**config.mk**
```make
export PLATFORM = sky130hd
export DESIGN_NAME = shift_rotate_seq_flat
export DESIGN_NICKNAME = d
export VERILOG_FILES = /design/src/rtl/shift_pkg.sv /design/src/rtl/shift_rotate_seq_if.sv /design/src/rtl/shift_step.sv /design/src/rtl/shift_rotate_seq.sv /design/src/flat_wrapper.sv
export SDC_FILE = /design/constraint.sdc
export NUM_CORES = 1
export LEC_CHECK = 0
export BUFFER_PORTS_ARGS = -buffer_cell sky130_fd_sc_hd__buf_2
export CAP_MARGIN = 25
export CORE_AREA = 2 2 103 105
export DETAILED_ROUTE_END_ITERATION = 8
export DIE_AREA = 0 0 105 107
export GPL_TIMING_DRIVEN = 1
export HOLD_SLACK_MARGIN = 0.1
export PLACE_DENSITY = 0.66
export SKIP_CTS_REPAIR_TIMING = 1
export SLEW_MARGIN = 10
export SYNTH_ARGS = -nofsm -noshare
export SYNTH_HDL_FRONTEND = slang
export SYNTH_SLANG_ARGS = --single-unit
```
**constraint.sdc**
```tcl
create_clock -name clk -period 2.94 [get_ports clk]
set_input_delay 0.294 -clock clk [delete_from_list [all_inputs] [get_ports clk]]
set_output_delay 0.294 -clock clk [all_outputs]
set_load 0.01 [all_outputs]
```
**src/rtl/shift_pkg.sv**
```systemverilog
// Shared encodings and helpers for the shift/rotate sequencer.
// Optional abort support is selected with SHSEQ_ABORT_EN.
package shift_pkg;

    localparam logic [2:0] SHOP_SHL  = 3'b000;
    localparam logic [2:0] SHOP_SHR  = 3'b001;
    localparam logic [2:0] SHOP_SHRA = 3'b010;
    localparam logic [2:0] SHOP_ROL  = 3'b011;
    localparam logic [2:0] SHOP_ROR  = 3'b100;

    typedef enum logic [1:0] {
        SEQ_IDLE = 2'b00,
        SEQ_RUN  = 2'b01,
        SEQ_DONE = 2'b10
    } seq_state_e;

    function automatic logic shop_legal(input logic [2:0] op);
        return op <= SHOP_ROR;
    endfunction

endpackage

```
**src/rtl/shift_rotate_seq_if.sv**
```systemverilog
// Request/response bundle between the control unit and the shift/rotate sequencer.
// The abort signal exists only when SHSEQ_ABORT_EN is defined.
interface shift_rotate_seq_if #(
    parameter int unsigned WIDTH = 32,
    parameter int unsigned AMT_W = 5
);
    logic             start;
    logic [2:0]       op;
    logic [WIDTH-1:0] operand;
    logic [AMT_W-1:0] amount;
`ifdef SHSEQ_ABORT_EN
    logic             abort;
`endif
    logic             ready;
    logic             busy;
    logic             done;
    logic             illegal;
    logic [WIDTH-1:0] result;

`ifdef SHSEQ_ABORT_EN
    modport master (
        output start, op, operand, amount, abort,
        input  ready, busy, done, illegal, result
    );
    modport slave (
        input  start, op, operand, amount, abort,
        output ready, busy, done, illegal, result
    );
`else
    modport master (
        output start, op, operand, amount,
        input  ready, busy, done, illegal, result
    );
    modport slave (
        input  start, op, operand, amount,
        output ready, busy, done, illegal, result
    );
`endif

endinterface

```
**src/rtl/shift_step.sv**
```systemverilog
// Combinational single-cycle step: shifts/rotates the work value by k (0..STEP) positions.
// Unaffected by SHSEQ_ABORT_EN.
module shift_step
    import shift_pkg::*;
#(
    parameter int unsigned WIDTH = 32,
    parameter int unsigned STEP  = 1,
    localparam int unsigned K_W  = $clog2(STEP + 1)
) (
    input  logic [WIDTH-1:0] i_work,
    input  logic [2:0]       i_op,
    input  logic [K_W-1:0]   i_k,
    input  logic             i_sign,
    output logic [WIDTH-1:0] o_work
);

    logic [WIDTH-1:0] w_val;

    always_comb begin
        w_val = i_work;
        for (int i = 0; i < int'(STEP); i++) begin
            if (K_W'(i) < i_k) begin
                case (i_op)
                    SHOP_SHL:  w_val = {w_val[WIDTH-2:0], 1'b0};
                    SHOP_SHR:  w_val = {1'b0, w_val[WIDTH-1:1]};
                    SHOP_SHRA: w_val = {i_sign, w_val[WIDTH-1:1]};
                    SHOP_ROL:  w_val = {w_val[WIDTH-2:0], w_val[WIDTH-1]};
                    SHOP_ROR:  w_val = {w_val[0], w_val[WIDTH-1:1]};
                    default:   w_val = w_val;
                endcase
            end
        end
        o_work = w_val;
    end

endmodule

```
**src/rtl/shift_rotate_seq.sv**
```systemverilog
// Multi-cycle shift/rotate sequencer: IDLE -> RUN -> DONE, STEP bit positions per RUN cycle.
// Define SHSEQ_ABORT_EN to enable cancelling an operation while in RUN.
module shift_rotate_seq
    import shift_pkg::*;
#(
    parameter int unsigned WIDTH = 32,
    parameter int unsigned AMT_W = 5,
    parameter int unsigned STEP  = 1
) (
    input logic              clk,
    input logic              reset,
    shift_rotate_seq_if.slave bus
);

    localparam int unsigned K_W = $clog2(STEP + 1);

    seq_state_e       r_state;
    logic [WIDTH-1:0] r_work;
    logic [WIDTH-1:0] r_result;
    logic [AMT_W-1:0] r_rem;
    logic [2:0]       r_op;
    logic             r_sign;
    logic             r_ready;
    logic             r_busy;
    logic             r_done;
    logic             r_illegal;

    logic [K_W-1:0]   w_k;
    logic [WIDTH-1:0] w_work_next;
    logic             w_abort;
    logic             w_legal;

`ifdef SHSEQ_ABORT_EN
    assign w_abort = bus.abort;
`else
    assign w_abort = 1'b0;
`endif

    assign w_legal = shop_legal(bus.op);
    // k = min(STEP, remaining)
    assign w_k     = (r_rem >= AMT_W'(STEP)) ? K_W'(STEP) : K_W'(r_rem);

    shift_step #(
        .WIDTH (WIDTH),
        .STEP  (STEP)
    ) u_step (
        .i_work (r_work),
        .i_op   (r_op),
        .i_k    (w_k),
        .i_sign (r_sign),
        .o_work (w_work_next)
    );

    always_ff @(posedge clk or posedge reset) begin
        if (reset) begin
            r_state   <= SEQ_IDLE;
            r_work    <= '0;
            r_result  <= '0;
            r_rem     <= '0;
            r_op      <= '0;
            r_sign    <= 1'b0;
            r_ready   <= 1'b1;
            r_busy    <= 1'b0;
            r_done    <= 1'b0;
            r_illegal <= 1'b0;
        end else begin
            unique case (r_state)
                SEQ_IDLE: begin
                    if (bus.start) begin
                        r_work  <= bus.operand;
                        r_rem   <= bus.amount;
                        r_op    <= bus.op;
                        r_sign  <= bus.operand[WIDTH-1];
                        r_ready <= 1'b0;
                        // Nothing to iterate: go straight to DONE with the operand as result
                        if (bus.amount == '0 || !w_legal) begin
                            r_state   <= SEQ_DONE;
                            r_done    <= 1'b1;
                            r_illegal <= !w_legal;
                            r_result  <= bus.operand;
                        end else begin
                            r_state <= SEQ_RUN;
                            r_busy  <= 1'b1;
                        end
                    end
                end
                SEQ_RUN: begin
                    if (w_abort) begin
                        r_state <= SEQ_IDLE;
                        r_busy  <= 1'b0;
                        r_ready <= 1'b1;
                    end else begin
                        r_work <= w_work_next;
                        r_rem  <= r_rem - AMT_W'(w_k);
                        if (r_rem == AMT_W'(w_k)) begin
                            r_state  <= SEQ_DONE;
                            r_busy   <= 1'b0;
                            r_done   <= 1'b1;
                            r_result <= w_work_next;
                        end
                    end
                end
                SEQ_DONE: begin
                    r_state   <= SEQ_IDLE;
                    r_done    <= 1'b0;
                    r_illegal <= 1'b0;
                    r_ready   <= 1'b1;
                end
                default: begin
                    r_state   <= SEQ_IDLE;
                    r_busy    <= 1'b0;
                    r_done    <= 1'b0;
                    r_illegal <= 1'b0;
                    r_ready   <= 1'b1;
                end
            endcase
        end
    end

    assign bus.ready   = r_ready;
    assign bus.busy    = r_busy;
    assign bus.done    = r_done;
    assign bus.illegal = r_illegal;
    assign bus.result  = r_result;

endmodule

```
**src/flat_wrapper.sv**
```systemverilog
// flat-port wrapper written by rule: the top's interface ports become plain ports
module shift_rotate_seq_flat import shift_pkg::*;
#(
    parameter int unsigned WIDTH = 32,
    parameter int unsigned AMT_W = 5,
    parameter int unsigned STEP  = 1
)
  (clk, reset, bus_start, bus_op, bus_operand, bus_amount, bus_ready, bus_busy, bus_done, bus_illegal, bus_result);
  shift_rotate_seq_if #(.WIDTH(WIDTH), .AMT_W(AMT_W)) bus_i ();
  input logic clk;
  input logic reset;
  input wire logic [$bits(bus_i.start)-1:0] bus_start;
  input wire logic [$bits(bus_i.op)-1:0] bus_op;
  input wire logic [$bits(bus_i.operand)-1:0] bus_operand;
  input wire logic [$bits(bus_i.amount)-1:0] bus_amount;
  output wire logic [$bits(bus_i.ready)-1:0] bus_ready;
  output wire logic [$bits(bus_i.busy)-1:0] bus_busy;
  output wire logic [$bits(bus_i.done)-1:0] bus_done;
  output wire logic [$bits(bus_i.illegal)-1:0] bus_illegal;
  output wire logic [$bits(bus_i.result)-1:0] bus_result;
  assign bus_i.start = bus_start;
  assign bus_i.op = bus_op;
  assign bus_i.operand = bus_operand;
  assign bus_i.amount = bus_amount;
  assign bus_ready = bus_i.ready;
  assign bus_busy = bus_i.busy;
  assign bus_done = bus_i.done;
  assign bus_illegal = bus_i.illegal;
  assign bus_result = bus_i.result;
  shift_rotate_seq #(.WIDTH(WIDTH), .AMT_W(AMT_W), .STEP(STEP)) u_core (.clk(clk), .reset(reset), .bus(bus_i));
endmodule
```
After elaboration in Yosys (flattened, before gate mapping) --
Cells that the tools add are included.
Cells by class: $add $sub $neg 1, $lt $le $gt $ge 3, equality and inequality tests 11, mux-type cells 28, bitwise gates (word level) 2, reductions and logical operators 14
Operator list (number):
- $mux W32 | 5
- $pmux W32 S5 | 1
- $pmux W32 S2 | 2
- $mux W1 | 10
- $pmux W5 S2 | 1
- $reduce_and A2 Y1 | 4
- $reduce_and A4 Y1 | 2
- $eq A3 B2 Y1 const B | 2
- $mux W2 | 3
- $pmux W1 S2 | 3
- $reduce_and A3 Y1 | 2
- $eq A5 B1 Y1 | 1
- $ge A5 B1 Y1 const B | 1
- $logic_not A5 Y1 | 1
- $mux W5 | 1
- $sub A5 B1 Y5 | 1
- $ne A2 B1 Y1 const B | 2
- $ne A2 B2 Y1 const B | 2
- $pmux W2 S2 | 1
- $eq A3 B1 Y1 const B | 1
- $eq A3 B3 Y1 const B | 1
- $le A3 B3 Y1 const B | 1
- $logic_not A3 Y1 | 1
- $pmux W1 S3 | 1
- 8 further kinds | 9
Word-level totals: register bits after elaboration 79, input port bits 43, word-level logic and storage cells 69

Logic depth before layout (Yosys ltp) --
depth after elaboration 6, mapped depth 12, depth with buffers taken out 10

Hierarchy --
From an unflattened synthesis, not the netlist that was laid out.
Unflattened totals: cells, all modules 480, area, all modules 4677.0 µm²
Modules (own cells, without submodules):
- shift_rotate_seq | instances 1, cells an instance 309, area each 3557.2 µm²
- shift_step | instances 1, cells an instance 171, area each 1119.8 µm²

Least setup slack after synthesis --
No wires, ideal clock.
path kind register to register, start point reg u_core.r_rem[2], end point reg u_core.r_result[10] (netlist: u_core.bus.result[10]), data arrival time 2006 ps, data required time 2806 ps, setup slack 800 ps, stages on the path, launching flop included 12, path buffers 2, clock period less this slack 2140 ps, path through dfrtp_1 > or3_1 > nor2_1 > nor2_1 > inv_1 > ha_1 > inv_1 > o21ai_1 > o211a_1 > buf_6 > buf_2 > a31oi_1
Between the ends: longest elaborated chain between the ends 6, elaborated cells on any way between the ends 9, classes of those cells 2 x order compare; 2 x eq/ne; 4 x mux; 1 x reduce/logical
Ends and longest elaborated chain:
- start, declared | line shift_rotate_seq.sv:20 | logic [AMT_W-1:0] r_rem;
- start signal, assigned | line shift_rotate_seq.sv:71 | r_rem <= bus.amount;
- start signal, assigned | line shift_rotate_seq.sv:94 | r_rem <= r_rem - AMT_W'(w_k);
- $ge A5 B1 Y1 | line shift_rotate_seq.sv:41 | assign w_k = (r_rem >= AMT_W'(STEP)) ? K_W'(STEP) : K_W'(r_rem);
- $mux W1 | line shift_rotate_seq.sv:41
- $lt A1 B1 Y1 | line shift_step.sv:22 | if (K_W'(i) < i_k) begin
- $mux W32 | line shift_step.sv:22
- $mux W32 | line shift_rotate_seq.sv:95 | if (r_rem == AMT_W'(w_k)) begin
- $pmux W32 S2 | line shift_rotate_seq.sv:67 | unique case (r_state)
- end signal, assigned | line shift_rotate_seq.sv:80 | r_result <= bus.operand;
- end signal, assigned | line shift_rotate_seq.sv:99 | r_result <= w_work_next;
- end, declared | line shift_rotate_seq.sv:19 | logic [WIDTH-1:0] r_result;
Several ways; a longest one is shown, not always the timed one. The select of a mux whose other input is x is not followed. A chain may end at the register's enable or synchronous reset.

Worst setup path after layout --
start point reg u_core.r_rem[2], end point reg u_core.r_result[21] (netlist: u_core.bus.result[21])
The elaborated chain is that of the path after synthesis.

==> flow_metrics.tcl <==
set metrics [dict create \
    status "finished clean" \
    finalPower_uw 7046 \
    synthAdderAreaFrac_pct 0.5579 \
    ir_drop_mv 0.5460 \
    antenna_found_initial 0 \
    crit_type "reg -> reg" \
    synth_simple_gate_area_share_pct 15.76 \
    design_area_mm2 0.005215 \
    ys_warn_count 0 \
    powerDensity_mw_per_mm2 1351 \
    wl_mm 10.81 \
    clk_pin_slew_ns 0.08 \
    die_area_mm2 0.01124 \
    gr-total-overflow 0 \
    startpoint_type "register" \
    area_growth_pct 16.26 \
    setup_viol 0 \
    grt_max_degree 66 \
    crit_arrival_ns 2.84 \
    cp_max_fo 34 \
    vias 3932 \
    grt_pass1_wl_mm 18.42 \
    drv_cap 0 \
    slew_violations 0 \
    max_slew.worst_pin.slew_ns 0.7671 \
    dieHeight_um 107 \
    ys_seq_elements 79 \
    cts_root_buf "clkbuf_8" \
    synthMuxAreaShare_pct 6.974 \
    initial_core_util_pct 44.45 \
    p_leak_uw 0.002254 \
    final_cells 696 \
    grt_pass1_vias 3851 \
    relSlewSlack_pct 48.86 \
    synth_cells 494 \
    placed_area_mm2 0.004966 \
    ios 79 \
    grt_setup_unrepaired "no" \
    synthXorXnorAreaFrac_pct 0.9763 \
    finalCritPeriodShare_pct 87.07 \
    clkSinkCount 79 \
    die_w_um 105 \
    tns_ns 0 \
    htree_levels 3 \
    clockBufferDepth 2 \
    syn-num-nets 539 \
    viasPerCell 5.649 \
    grt.total_usage_pct 20.20 \
    gp_congestion 0.7492 \
    dpl.cell_count 679 \
    cp-end-kind "register" \
    synth.cell_area_mm2 0.004486 \
    antennaDiodeCount 0 \
    fill_cells 987 \
    fin_worst_skew_ns 0.008071 \
    clock_latency_ns 0.36 \
    worstPathRequired_ns 3.22 \
    final_layout_size_suffix_gt1_share_pct 25.36 \
    yosysUniqueCellTypes 42 \
    syn_area_per_cell_um2 9.080 \
    synth-compound-area-share_pct 25.44 \
    cts_buffers 9 \
    route.detailed.wl_per_inst_um 15.53 \
    timing.fmax_mhz 390.6 \
    drc 0 \
    dp_hpwl_mm 7.365 \
    fin_crit_ns 2.560 \
    hold_path.class "in -> reg" \
    synth_top_family_by_area "compound AO/OA/AOI/OAI gates" \
    first_pass_iters 5 \
    drtIter0Drc 230 \
    portBuffers 78 \
    ant_nets 0 \
    final_hold_viol_count 0 \
    core_mm2 0.01009 \
    cts_tree "yes" \
    rows 37 \
    seq_area_frac_synth_pct 44.10 \
    fin_nets 600 \
]
==> kinds of logic after synthesis <==
logic type / count (synthesis)
DFF: 79
and+or+nand+nor: 174
muxes: 31
xor gates and xnor gates: 2
buffers and inverters: 52
AOI/OAI and AO/OA: 154
adders and majority gates: 2
==> final cells by class <==
cell class,instances,area (um^2),share of cell area [%]
repair buffers,94,550.5,10.56
flip-flops and latches,79,1978,37.93
well taps,136,170.2,3.263
clock buffers,13,148.9,2.855
inverters,8,31.28,0.5998
clock inverters,3,90.09,1.727
multi-input cells,363,2246,43.07
==> power breakdown <==
part           internal [uW]  switching, uW  total, uW
Clock                    589            399        989
Sequential              1660            575       2240
Combinational           1650           2180       3820
==> metal layers <==
metal  global-route usage [%]  part of all wire [%]  up-vias  routed length, um
met5                        0                     0        -                  0
met4                    8.095                   2.2        0                236
met3                    3.830                   3.9       20                427
met2                    33.30                    48      105               5140
met1                    26.30                    46     1897               5008
li1                         -                     -     1910                  -
==> state kept, by name (all words and copies together), names as in the netlist <==
signal              cells
u_core.bus.result      32
u_core.r_work          32
u_core.r_rem            5
u_core.r_op             3
u_core.r_state          2
u_core.bus.busy         1
u_core.bus.done         1
u_core.bus.illegal      1
u_core.bus.ready        1
u_core.r_sign           1
==> synthesized netlist by cell type <==
| master | n | share of area (%) |
|---|---|---|
| a21o_1 | 1 | 0.17 |
| a21oi_1 | 8 | 0.89 |
| a221oi_1 | 1 | 0.20 |
| a222oi_1 | 1 | 0.22 |
| a2bb2oi_1 | 1 | 0.20 |
| a31oi_1 | 64 | 8.9 |
| buf_1 | 4 | 0.33 |
| buf_2 | 12 | 1.3 |
| buf_4 | 4 | 0.67 |
| buf_6 | 7 | 1.8 |
| clkbuf_1 | 17 | 1.4 |
| dfrtp_1 | 78 | 44 |
| dfstp_2 | 1 | 0.59 |
| ha_1 | 2 | 0.56 |
| inv_1 | 8 | 0.67 |
| mux2_2 | 2 | 0.50 |
| mux2i_1 | 29 | 6.5 |
| nand2_1 | 77 | 6.4 |
| nand2b_1 | 3 | 0.42 |
| nand3_1 | 1 | 0.11 |
| nand3b_1 | 1 | 0.17 |
| nand4_1 | 1 | 0.14 |
| nor2_1 | 79 | 6.6 |
| nor2b_1 | 2 | 0.28 |
| nor3b_1 | 1 | 0.17 |
| o211a_1 | 1 | 0.22 |
| o211ai_1 | 39 | 6.5 |
| o211ai_2 | 19 | 5.3 |
| o21a_1 | 1 | 0.17 |
| o21ai_0 | 8 | 0.89 |
| o21ai_1 | 2 | 0.22 |
| o21ai_2 | 1 | 0.20 |
| o221ai_1 | 3 | 0.59 |
| o22a_1 | 3 | 0.59 |
| o22ai_1 | 1 | 0.14 |
| or2_2 | 3 | 0.42 |
| or3_1 | 3 | 0.42 |
| or3b_2 | 1 | 0.20 |
| or4_1 | 1 | 0.17 |
| or4b_2 | 1 | 0.22 |
| xnor2_2 | 1 | 0.36 |
| xor2_4 | 1 | 0.61 |
==> final timing paths <==
check,startpoint,endpoint,slack [ns],depth (start not counted)
min in group asynchronous,reset,u_core.r_rem[3],0.47,3
worst max-delay path,u_core.r_rem[2],u_core.bus.result[21],0.38,11
worst max register to register,u_core.r_rem[2],u_core.bus.result[21],0.38,11
worst min register to register,u_core.bus.ready,u_core.bus.ready,0.49,2
worst min-delay path,bus_op[1],u_core.r_op[1],0.14,3
max in group asynchronous,reset,u_core.bus.result[16],1.67,5
==> cell usage in the layout (no fill, tap or decap), drive strengths merged, types with 2 or more instances in the layout <==
cell and count:
o221ai 3, nand2 77, or3 3, clkbuf 13
o21ai 11, mux2 2, ha 2, nor2 79
o22a 3, nor2b 2, dfrtp 78, o211ai 58
a21oi 8, buf 93, bufinv 3, nand2b 3
a31oi 64, or2 3, mux2i 29, inv 7
==> critical path, stage by stage (launching register included) <==
cell	delay [ns]
dfrtp_1	0.44
or3_1	0.43
nor2_1	0.21
nor2_1	0.11
inv_1	0.07
ha_1	0.13
inv_1	0.03
o21ai_1	0.25
o211a_2	0.25
buf_4	0.31
nor2_1	0.09
a31oi_1	0.16
==> metrics by stage <==
| step | setup slack [ns] | utilization [%] | hold slack [ns] |
|---|---|---|---|
| floorplan | 0.6243 | - | 0.3994 |
| global placement | 0.5725 | 49.01 | 0.4768 |
| detailed placement | 0.4010 | 49.21 | 0.3222 |
| CTS | 0.3755 | 51.57 | -0.07073 |
| global route | 0.1519 | 51.67 | 0.1522 |
| finish | 0.3801 | 51.67 | 0.1419 |
Note: power is estimated with default switching activity, not from simulation.
